===== config.mk =====
export PLATFORM = sky130hd
export DESIGN_NAME = memory_address_register_v2_flat
export DESIGN_NICKNAME = d
export VERILOG_FILES = /design/src/rtl/sap_pkg.sv /design/src/rtl/memory_address_register_v2_if.sv /design/src/rtl/sync_edge_detect.sv /design/src/rtl/memory_address_register_v2.sv /design/src/flat_wrapper.sv
export SDC_FILE = /design/constraint.sdc
export NUM_CORES = 1
export LEC_CHECK = 0
export CORE_MARGIN = 10
export CORE_UTILIZATION = 40
export DETAILED_ROUTE_END_ITERATION = 16
export PLACE_DENSITY = 0.73
export SYNTH_ARGS = -nofsm -noshare
export SYNTH_HDL_FRONTEND = slang
export SYNTH_HIERARCHICAL = 1
export SYNTH_SLANG_ARGS = --single-unit

===== constraint.sdc =====
create_clock -name clk -period 1.6 [get_ports clk]
set_input_delay 0.32 -clock clk [delete_from_list [all_inputs] [get_ports clk]]
set_output_delay 0.32 -clock clk [all_outputs]
set_load 0.01 [all_outputs]

===== src/rtl/sap_pkg.sv =====
// Shared SAP definitions: mode encoding and default address width for the MAR.
package sap_pkg;

  localparam int unsigned DEFAULT_ADDR_WIDTH = 8;

  typedef enum logic {
    MODE_RUN  = 1'b0,
    MODE_PROG = 1'b1
  } mar_mode_t;

endpackage


===== src/rtl/memory_address_register_v2_if.sv =====
// MAR bus bundle: control-unit and front-panel inputs plus registered address outputs.
interface memory_address_register_v2_if
  import sap_pkg::*;
#(
  parameter int unsigned ADDR_WIDTH = DEFAULT_ADDR_WIDTH
) ();

  logic                  Lm_bar;
  logic                  Im;
  logic                  run_not_prog;
  logic [ADDR_WIDTH-1:0] w_bus_in;
  logic [ADDR_WIDTH-1:0] prog_bus_in;
  logic                  prog_load;
  logic                  prog_step;
  logic [ADDR_WIDTH-1:0] out;
  logic                  prog_mode;
  logic                  wrap;

  modport master (
    output Lm_bar, Im, run_not_prog, w_bus_in, prog_bus_in, prog_load, prog_step,
    input  out, prog_mode, wrap
  );

  modport slave (
    input  Lm_bar, Im, run_not_prog, w_bus_in, prog_bus_in, prog_load, prog_step,
    output out, prog_mode, wrap
  );

endinterface


===== src/rtl/sync_edge_detect.sv =====
// Multi-flop synchroniser for an asynchronous level plus a rising-edge detector on the
// synchronised value. Reset values of the sync chain and history flop are parameters.
module sync_edge_detect #(
  parameter int unsigned STAGES   = 2,
  parameter logic        SYNC_RST = 1'b0,
  parameter logic        HIST_RST = 1'b1
) (
  input  logic clk,
  input  logic rst,
  input  logic async_in,
  output logic sync_out,
  output logic rise
);

  logic [STAGES-1:0] sync_q;
  logic              hist_q;

  always_ff @(posedge clk) begin
    if (rst) begin
      sync_q <= {STAGES{SYNC_RST}};
      hist_q <= HIST_RST;
    end else begin
      sync_q[0] <= async_in;
      for (int i = 1; i < int'(STAGES); i++) begin
        sync_q[i] <= sync_q[i-1];
      end
      hist_q <= sync_q[STAGES-1];
    end
  end

  assign sync_out = sync_q[STAGES-1];
  assign rise     = sync_out & ~hist_q;

endmodule


===== src/rtl/memory_address_register_v2.sv =====
// Memory address register: run-mode load/increment from the control unit, program-mode
// load/step from synchronised front-panel buttons, registered address and wrap pulse.
module memory_address_register_v2
  import sap_pkg::*;
#(
  parameter int unsigned           ADDR_WIDTH = DEFAULT_ADDR_WIDTH,
  parameter logic [ADDR_WIDTH-1:0] RESET_ADDR = '0
) (
  input logic                        clk,
  input logic                        rst,
  memory_address_register_v2_if.slave bus
);

  mar_mode_t             state_q;
  mar_mode_t             mode_next_c;
  logic                  mode_change_c;
  logic [ADDR_WIDTH-1:0] addr_q;
  logic                  wrap_q;
  logic [ADDR_WIDTH:0]   inc_c;

  logic mode_sync;
  logic mode_rise_unused;
  logic load_sync_unused;
  logic load_rise;
  logic step_sync_unused;
  logic step_rise;

  // The mode state register acts as the second synchroniser flop for run_not_prog.
  sync_edge_detect #(.STAGES(1), .SYNC_RST(1'b1), .HIST_RST(1'b1)) u_mode_sync (
    .clk      (clk),
    .rst      (rst),
    .async_in (bus.run_not_prog),
    .sync_out (mode_sync),
    .rise     (mode_rise_unused)
  );

  sync_edge_detect #(.STAGES(2), .SYNC_RST(1'b0), .HIST_RST(1'b1)) u_load_sync (
    .clk      (clk),
    .rst      (rst),
    .async_in (bus.prog_load),
    .sync_out (load_sync_unused),
    .rise     (load_rise)
  );

  sync_edge_detect #(.STAGES(2), .SYNC_RST(1'b0), .HIST_RST(1'b1)) u_step_sync (
    .clk      (clk),
    .rst      (rst),
    .async_in (bus.prog_step),
    .sync_out (step_sync_unused),
    .rise     (step_rise)
  );

  assign mode_next_c   = mode_sync ? MODE_RUN : MODE_PROG;
  assign mode_change_c = (mode_next_c != state_q);
  assign inc_c         = (ADDR_WIDTH+1)'(addr_q) + (ADDR_WIDTH+1)'(1);

  // Mode FSM, address register and wrap flop; a mode-change cycle holds everything.
  always_ff @(posedge clk) begin
    if (rst) begin
      state_q <= MODE_RUN;
      addr_q  <= RESET_ADDR;
      wrap_q  <= 1'b0;
    end else begin
      state_q <= mode_next_c;
      wrap_q  <= 1'b0;
      if (!mode_change_c) begin
        if (state_q == MODE_RUN) begin
          if (!bus.Lm_bar) begin
            addr_q <= bus.w_bus_in;
          end else if (bus.Im) begin
            {wrap_q, addr_q} <= inc_c;
          end
        end else begin
          if (load_rise) begin
            addr_q <= bus.prog_bus_in;
          end else if (step_rise) begin
            {wrap_q, addr_q} <= inc_c;
          end
        end
      end
    end
  end

  assign bus.out       = addr_q;
  assign bus.wrap      = wrap_q;
  assign bus.prog_mode = (state_q == MODE_PROG);

endmodule

===== src/flat_wrapper.sv =====
// flat-port wrapper written by rule: the top's interface ports become plain ports
module memory_address_register_v2_flat import sap_pkg::*;
#(
  parameter int unsigned           ADDR_WIDTH = DEFAULT_ADDR_WIDTH,
  parameter logic [ADDR_WIDTH-1:0] RESET_ADDR = '0
)
  (clk, rst, bus_Lm_bar, bus_Im, bus_run_not_prog, bus_w_bus_in, bus_prog_bus_in, bus_prog_load, bus_prog_step, bus_out, bus_prog_mode, bus_wrap);
  memory_address_register_v2_if #(.ADDR_WIDTH(ADDR_WIDTH)) bus_i ();
  input logic clk;
  input logic rst;
  input wire logic [$bits(bus_i.Lm_bar)-1:0] bus_Lm_bar;
  input wire logic [$bits(bus_i.Im)-1:0] bus_Im;
  input wire logic [$bits(bus_i.run_not_prog)-1:0] bus_run_not_prog;
  input wire logic [$bits(bus_i.w_bus_in)-1:0] bus_w_bus_in;
  input wire logic [$bits(bus_i.prog_bus_in)-1:0] bus_prog_bus_in;
  input wire logic [$bits(bus_i.prog_load)-1:0] bus_prog_load;
  input wire logic [$bits(bus_i.prog_step)-1:0] bus_prog_step;
  output wire logic [$bits(bus_i.out)-1:0] bus_out;
  output wire logic [$bits(bus_i.prog_mode)-1:0] bus_prog_mode;
  output wire logic [$bits(bus_i.wrap)-1:0] bus_wrap;
  assign bus_i.Lm_bar = bus_Lm_bar;
  assign bus_i.Im = bus_Im;
  assign bus_i.run_not_prog = bus_run_not_prog;
  assign bus_i.w_bus_in = bus_w_bus_in;
  assign bus_i.prog_bus_in = bus_prog_bus_in;
  assign bus_i.prog_load = bus_prog_load;
  assign bus_i.prog_step = bus_prog_step;
  assign bus_out = bus_i.out;
  assign bus_prog_mode = bus_i.prog_mode;
  assign bus_wrap = bus_i.wrap;
  memory_address_register_v2 #(.ADDR_WIDTH(ADDR_WIDTH), .RESET_ADDR(RESET_ADDR)) u_core (.clk(clk), .rst(rst), .bus(bus_i));
endmodule

==> metrics, run 1 <==
dpl cell area 1349 sq um; Slew HR 78.62%; commonest non-fill, non-tap cell in the layout clkdlybuf4s50_1; CTS root buf clkbuf_4; WL met3 259 um; HP Class reg -> reg; height of the die 68.53 um; DR pass1 iterations 4; largest net degree at the start of global routing 14; commonest non-fill, non-tap cells in the layout clkdlybuf4s50_1 (26), buf_4 (15), dfxtp_1 (9); Leak Pwr 0.6101 nW; fill cell count 205; die extent in x 68.53 um; Post-Syn Instances 104; RSZ-0062 raised after global routing no; critical path required time 1280 ps; initial antenna violation count 0; slowest cell on the critical path clkdlybuf4s50_1; Crit. End Element output port; Layout Skew 0.8363 ps; flop2flop setup slack 130 ps; HPWL after DPL 2173 um; Seq pwr share 49.5%; crit path DAT 1230 ps; vias in the first global route 933; CTS tree done; Sw Ratio 27.82%; run status finished clean; final wirelength 2743 um; Detail Route Antenna Nets 0; syn avg cell area 9.059 sq um; crit path kind reg -> out; Logic pwr share 26.0%; pwr dens 676.3 nW/um^2; P&R area growth vs syn 52.72%; # IOs 33; Startpoint Class flip-flop; number of port buffers 32; Tightest Pin Transition 320.7 ps; max-cap viol count 0; Initial DRC Count 52; max layer used met4; Mapped Nets 128; Peak Freq 0.6470 GHz; Buffers & Inverters on Critical Path 1; met2 routed WL 1254 um; post-DR wirelength/cell 15.50 um; CP cell instances clkdlybuf4s50_1; Clock Sinks 17; RD Place Congestion 0.9432; row cnt 17; dpl cells 170; post-route cell area 1439 sq um; GRT Overall Usage 12.34%; Final setup viols 0; Post-Syn Area 942.2 sq um; GRT overflow 0; final worst slack 54.30 ps; CTS H-tree depth 1; Nets 174; Non-Filler Instances 177; first-pass GRT wire length 4512 um; Clock transition at path regs 110 ps; Internal Power 702.5 uW; # hold bufs at CTS 0; DRC Markers 0; Num CTS Buffers 3; Clk pwr share 24.5%; antenna cells 0; maximum vdd drop 0.5483 mV; worst skew pair latency 290 ps; part of the cycle the worst path needs 96.61%; share of layout cells above drive strength 1 26.17%; Crit path largest cell delay 550 ps; yosys warns 6; CTS Buffer Depth 2; M1 WL 1203 um; die area 4696 sq um; Sw Pwr 270.7 uW; total number of vias 949; pre-CTS WS -265.7 ps; endpoints failing hold 0; via/cell ratio 5.362; Initial Util 42.18%; crit-path leading delay family buffers and inverters; CP Max Fanout 5; final worst path period need 1546 ps; Max Slew Vio Count 0; Final Util 64.43%; core region area 2233 sq um
[final cells by class]
type / instances / area [sq um] / area share [%]
Sequential cell: 17 / 355.3 / 24.70
Multi-Input combinational cell: 76 / 551.8 / 38.35
Inverter: 5 / 18.77 / 1.304
Clock inverter: 1 / 7.507 / 0.5217
Tap cell: 28 / 35.03 / 2.435
Timing Repair Buffer: 47 / 447.9 / 31.13
Clock buffer: 3 / 22.52 / 1.565
[state kept, by name (all words and copies together), names as in the netlist]
signal                       count
u_core/bus.out                   8
u_core/u_mode_sync/sync_out      1
u_core/u_load_sync/hist_q        1
u_core/u_step_sync/hist_q        1
u_core/bus.wrap                  1
u_core/bus.prog_mode             1
u_core/u_step_sync/sync_q        2
u_core/u_load_sync/sync_q        2
[path summary, 6_finish.rpt]
path	cells past startpoint	from	to
worst max-delay path	1	u_core/bus.out[1]	bus_out[1]
worst max register to register	4	u_core/bus.out[0]	u_core/bus.out[4]
worst min-delay path	1	u_core/u_mode_sync/sync_out	u_core/bus.prog_mode
worst min register to register	1	u_core/u_mode_sync/sync_out	u_core/bus.prog_mode
[worst register-to-register path, cell delays in order (launching register included)]
cell and delay [ps]:
dfxtp_2 370, ha_1 230, and4_2 260, a211o_1 290
a311oi_1 240
[layer usage]
metal  track usage [%]  up-vias
met5                 0        -
met3             5.153        4
met1             15.86      433
met4             4.271        0
met2             18.09       39
li1                  -      473
[through the flow]
step / setup TNS [ps] / power (mW) / hold slack, ps
5_1_grt: 0 / 1.028 / 460.8
6_report: 0 / 0.9732 / 435.0
3_3_place_gp: -1125 / 0.7264 / 409.3
4_1_cts: 0 / 0.9731 / 437.6
2_1_floorplan: 0 / 0.6027 / 391.6
3_5_place_dp: -1512 / 0.7316 / 415.1
[power by group through the flow]
stage / combinational, mW / clock, mW / sequential, mW
after floorplan: 0.115 / 0 / 0.488
after global placement: 0.239 / 0 / 0.487
after detailed placement: 0.243 / 0 / 0.489
after CTS: 0.245 / 0.246 / 0.482
after global routing: 0.274 / 0.268 / 0.486
final: 0.253 / 0.239 / 0.481
[repair_timing]
item,in CTS,in global routing
pin swaps,0,1
setup buffers,0,3
gates resized for setup,10,8
endpoints found under the setup margin,10,12
No activity file was read; power rests on OpenSTA's default activity.
==> run 2: changes to the inputs <==
CORE_UTILIZATION = 44   (was 40)
PLACE_DENSITY = 0.79   (was 0.73)
==> run 2 against run 1 <==
  * Global-route usage down 0.78 points
  * Cell count down 2.8%
  * Critical endpoint is now bus_out[4]
  * Largest cell class unchanged
  * Cell area down 3.4%
  * Hold slack worse by 3.3 ps
  * Highest routed layer unchanged
  * Via count down 1.1%
  * Sequential cell count unchanged
  * Clock skew up 7.8 ps
  * Die area down 6.5%
==> metrics, run 2 (same netlist as run 1, synthesis figures left out) <==
# IOs 33 (unchanged); HPWL after DPL 2099 um (-3.4%); CTS Buffer Depth 2 (unchanged); commonest non-fill, non-tap cell in the layout clkdlybuf4s50_1; maximum vdd drop 0.5763 mV (+5.1%); total number of vias 939 (-1.1%); worst skew pair latency 280 ps (about the same); commonest non-fill, non-tap cells in the layout clkdlybuf4s50_1 (29), buf_4 (11), dfxtp_1 (10); slowest cell on the critical path clkdlybuf4s50_1; beginning of the worst hold path u_core/u_step_sync/sync_q[1]; Detail Route Antenna Nets 0 (unchanged); CTS H-tree depth 1 (unchanged); Startpoint Class flip-flop; DR pass1 iterations 4 (unchanged); vias in the first global route 881 (-5.6%); flop2flop setup slack 130 ps (about the same); Slew HR 79.93% (+1.3 points); dpl cell area 1340 sq um (-0.65%); Reg2Reg Depth 5 (+1); crit path kind reg -> out; initial antenna violation count 0 (unchanged); Nets 170 (-2.3%); pwr dens 680.7 nW/um^2 (+0.65%); RD Place Congestion 0.9128 (-3.2%); die area 4392 sq um (-6.5%); post-route cell area 1390 sq um (-3.4%); GRT overflow 0 (unchanged); run status finished clean; share of layout cells above drive strength 1 24.14% (-2.0 points); Buffers & Inverters on Critical Path 1 (unchanged); Clock transition at path regs 100 ps (about the same); endpoints failing hold 0 (unchanged); Peak Freq 0.6429 GHz (-0.63%); max FFs per register 8 (unchanged); GRT Overall Usage 11.56% (-0.78 points); Num CTS Buffers 3 (unchanged); Tightest Pin Transition 300.5 ps (-20.21 ps); crit path DAT 1240 ps (about the same); reg-to-reg endpoint u_core/bus.out[6]; post-DR wirelength/cell 15.40 um (-0.66%); Max Slew Vio Count 0 (unchanged); via/cell ratio 5.459 (+1.8%); RSZ-0062 raised after global routing yes; CTS tree done; Leak Pwr 0.5279 nW (-13%); Crit path largest cell delay 550 ps (about the same); Critical R2R Launch u_core/bus.out[0]; Worst Hold Depth 1 (unchanged); crit-path leading delay family buffers and inverters; HP Class reg -> reg; largest net degree at the start of global routing 14 (unchanged); final wirelength 2648 um (-3.5%); row cnt 16 (-1); Final Util 69.44% (+5.0 points); die extent in x 66.28 um (-3.3%); DRC Markers 0 (unchanged); max-cap viol count 0 (unchanged); P&R area growth vs syn 47.54%; Crit. End Element output port; CTS root buf clkbuf_4; final worst path period need 1555 ps (+9.747 ps); Setup TNS Final 0 ps (unchanged); Clock Sinks 17 (unchanged); CP cell instances clkdlybuf4s50_1; Final setup viols 0 (unchanged); part of the cycle the worst path needs 97.22% (+0.61 points); critical path required time 1280 ps (about the same); core region area 2002 sq um (-10%); Layout Skew 8.645 ps (+7.808 ps); first-pass GRT wire length 4126 um (-8.6%); number of port buffers 32 (unchanged); height of the die 66.28 um (-3.3%); Initial DRC Count 51 (-1.9%); Worst Hold Path EP u_core/u_step_sync/hist_q; Initial Util 47.06% (+4.9 points); antenna cells 0 (unchanged); CP Max Fanout 6 (+1)
-- run 2: per-stage QoR --
step | instances | hold WS [ps] | setup slack (ps) | total power, mW
global placement | 168 | 409.2 | -205.0 | 0.7234
CTS | 172 | 432.2 | 8.354 | 0.9540
floorplan | 104 | 391.6 | 165.6 | 0.6027
detailed placement | 168 | 413.6 | -278.7 | 0.7297
finish | 172 | 431.7 | 44.55 | 0.9463
global route | 172 | 462.0 | -14.76 | 0.9953
-- run 2: power breakdown --
part | switching [mW] | internal, mW | leakage [nW] | total [mW]
clock network | 0.127 | 0.0965 | 0.0150 | 0.224
registers | 0.0278 | 0.451 | 0.143 | 0.479
logic | 0.0945 | 0.149 | 0.370 | 0.244
-- run 2: area by class of cell --
type                            count  area [sq um]
Clock buffer                        4         26.28
Fill cell                         163         611.8
Inverter                            5         18.77
Multi-Input combinational cell     76         553.0
Sequential cell                    17         351.6
Tap cell                           27         33.78
Timing Repair Buffer               43         406.6
-- run 2: worst max path at each step --
stage,from,endpoint,depth (start not counted)
final,u_core/bus.out[4],bus_out[4],1
after global routing,u_core/u_load_sync/sync_q[1],u_core/bus.out[2],5
after CTS,u_core/bus.prog_mode,bus_prog_mode,1
after detailed placement,bus_Lm_bar,u_core/bus.out[7],5
after global placement,bus_Lm_bar,u_core/bus.out[7],5
after floorplan,u_core/bus.out[0],u_core/bus.out[4],4
-- run 2: metal layers --
| layer | track usage (%) | wire length (um) | vias to the layer above |
|---|---|---|---|
| met4 | 3.141 | 31 | 0 |
| met1 | 14.35 | 1168 | 432 |
| met2 | 18.30 | 1219 | 32 |
| li1 | - | - | 471 |
| met5 | 0 | 0 | - |
| met3 | 4.068 | 228 | 4 |
-- run 2: what timing repair did --
action,4_1_cts,5_1_grt
buffers inserted,0,0
hold endpoints to repair,0,0
hold buffers,0,0
gates resized for setup,8,6
setup endpoints to repair,8,9
cloned,0,0
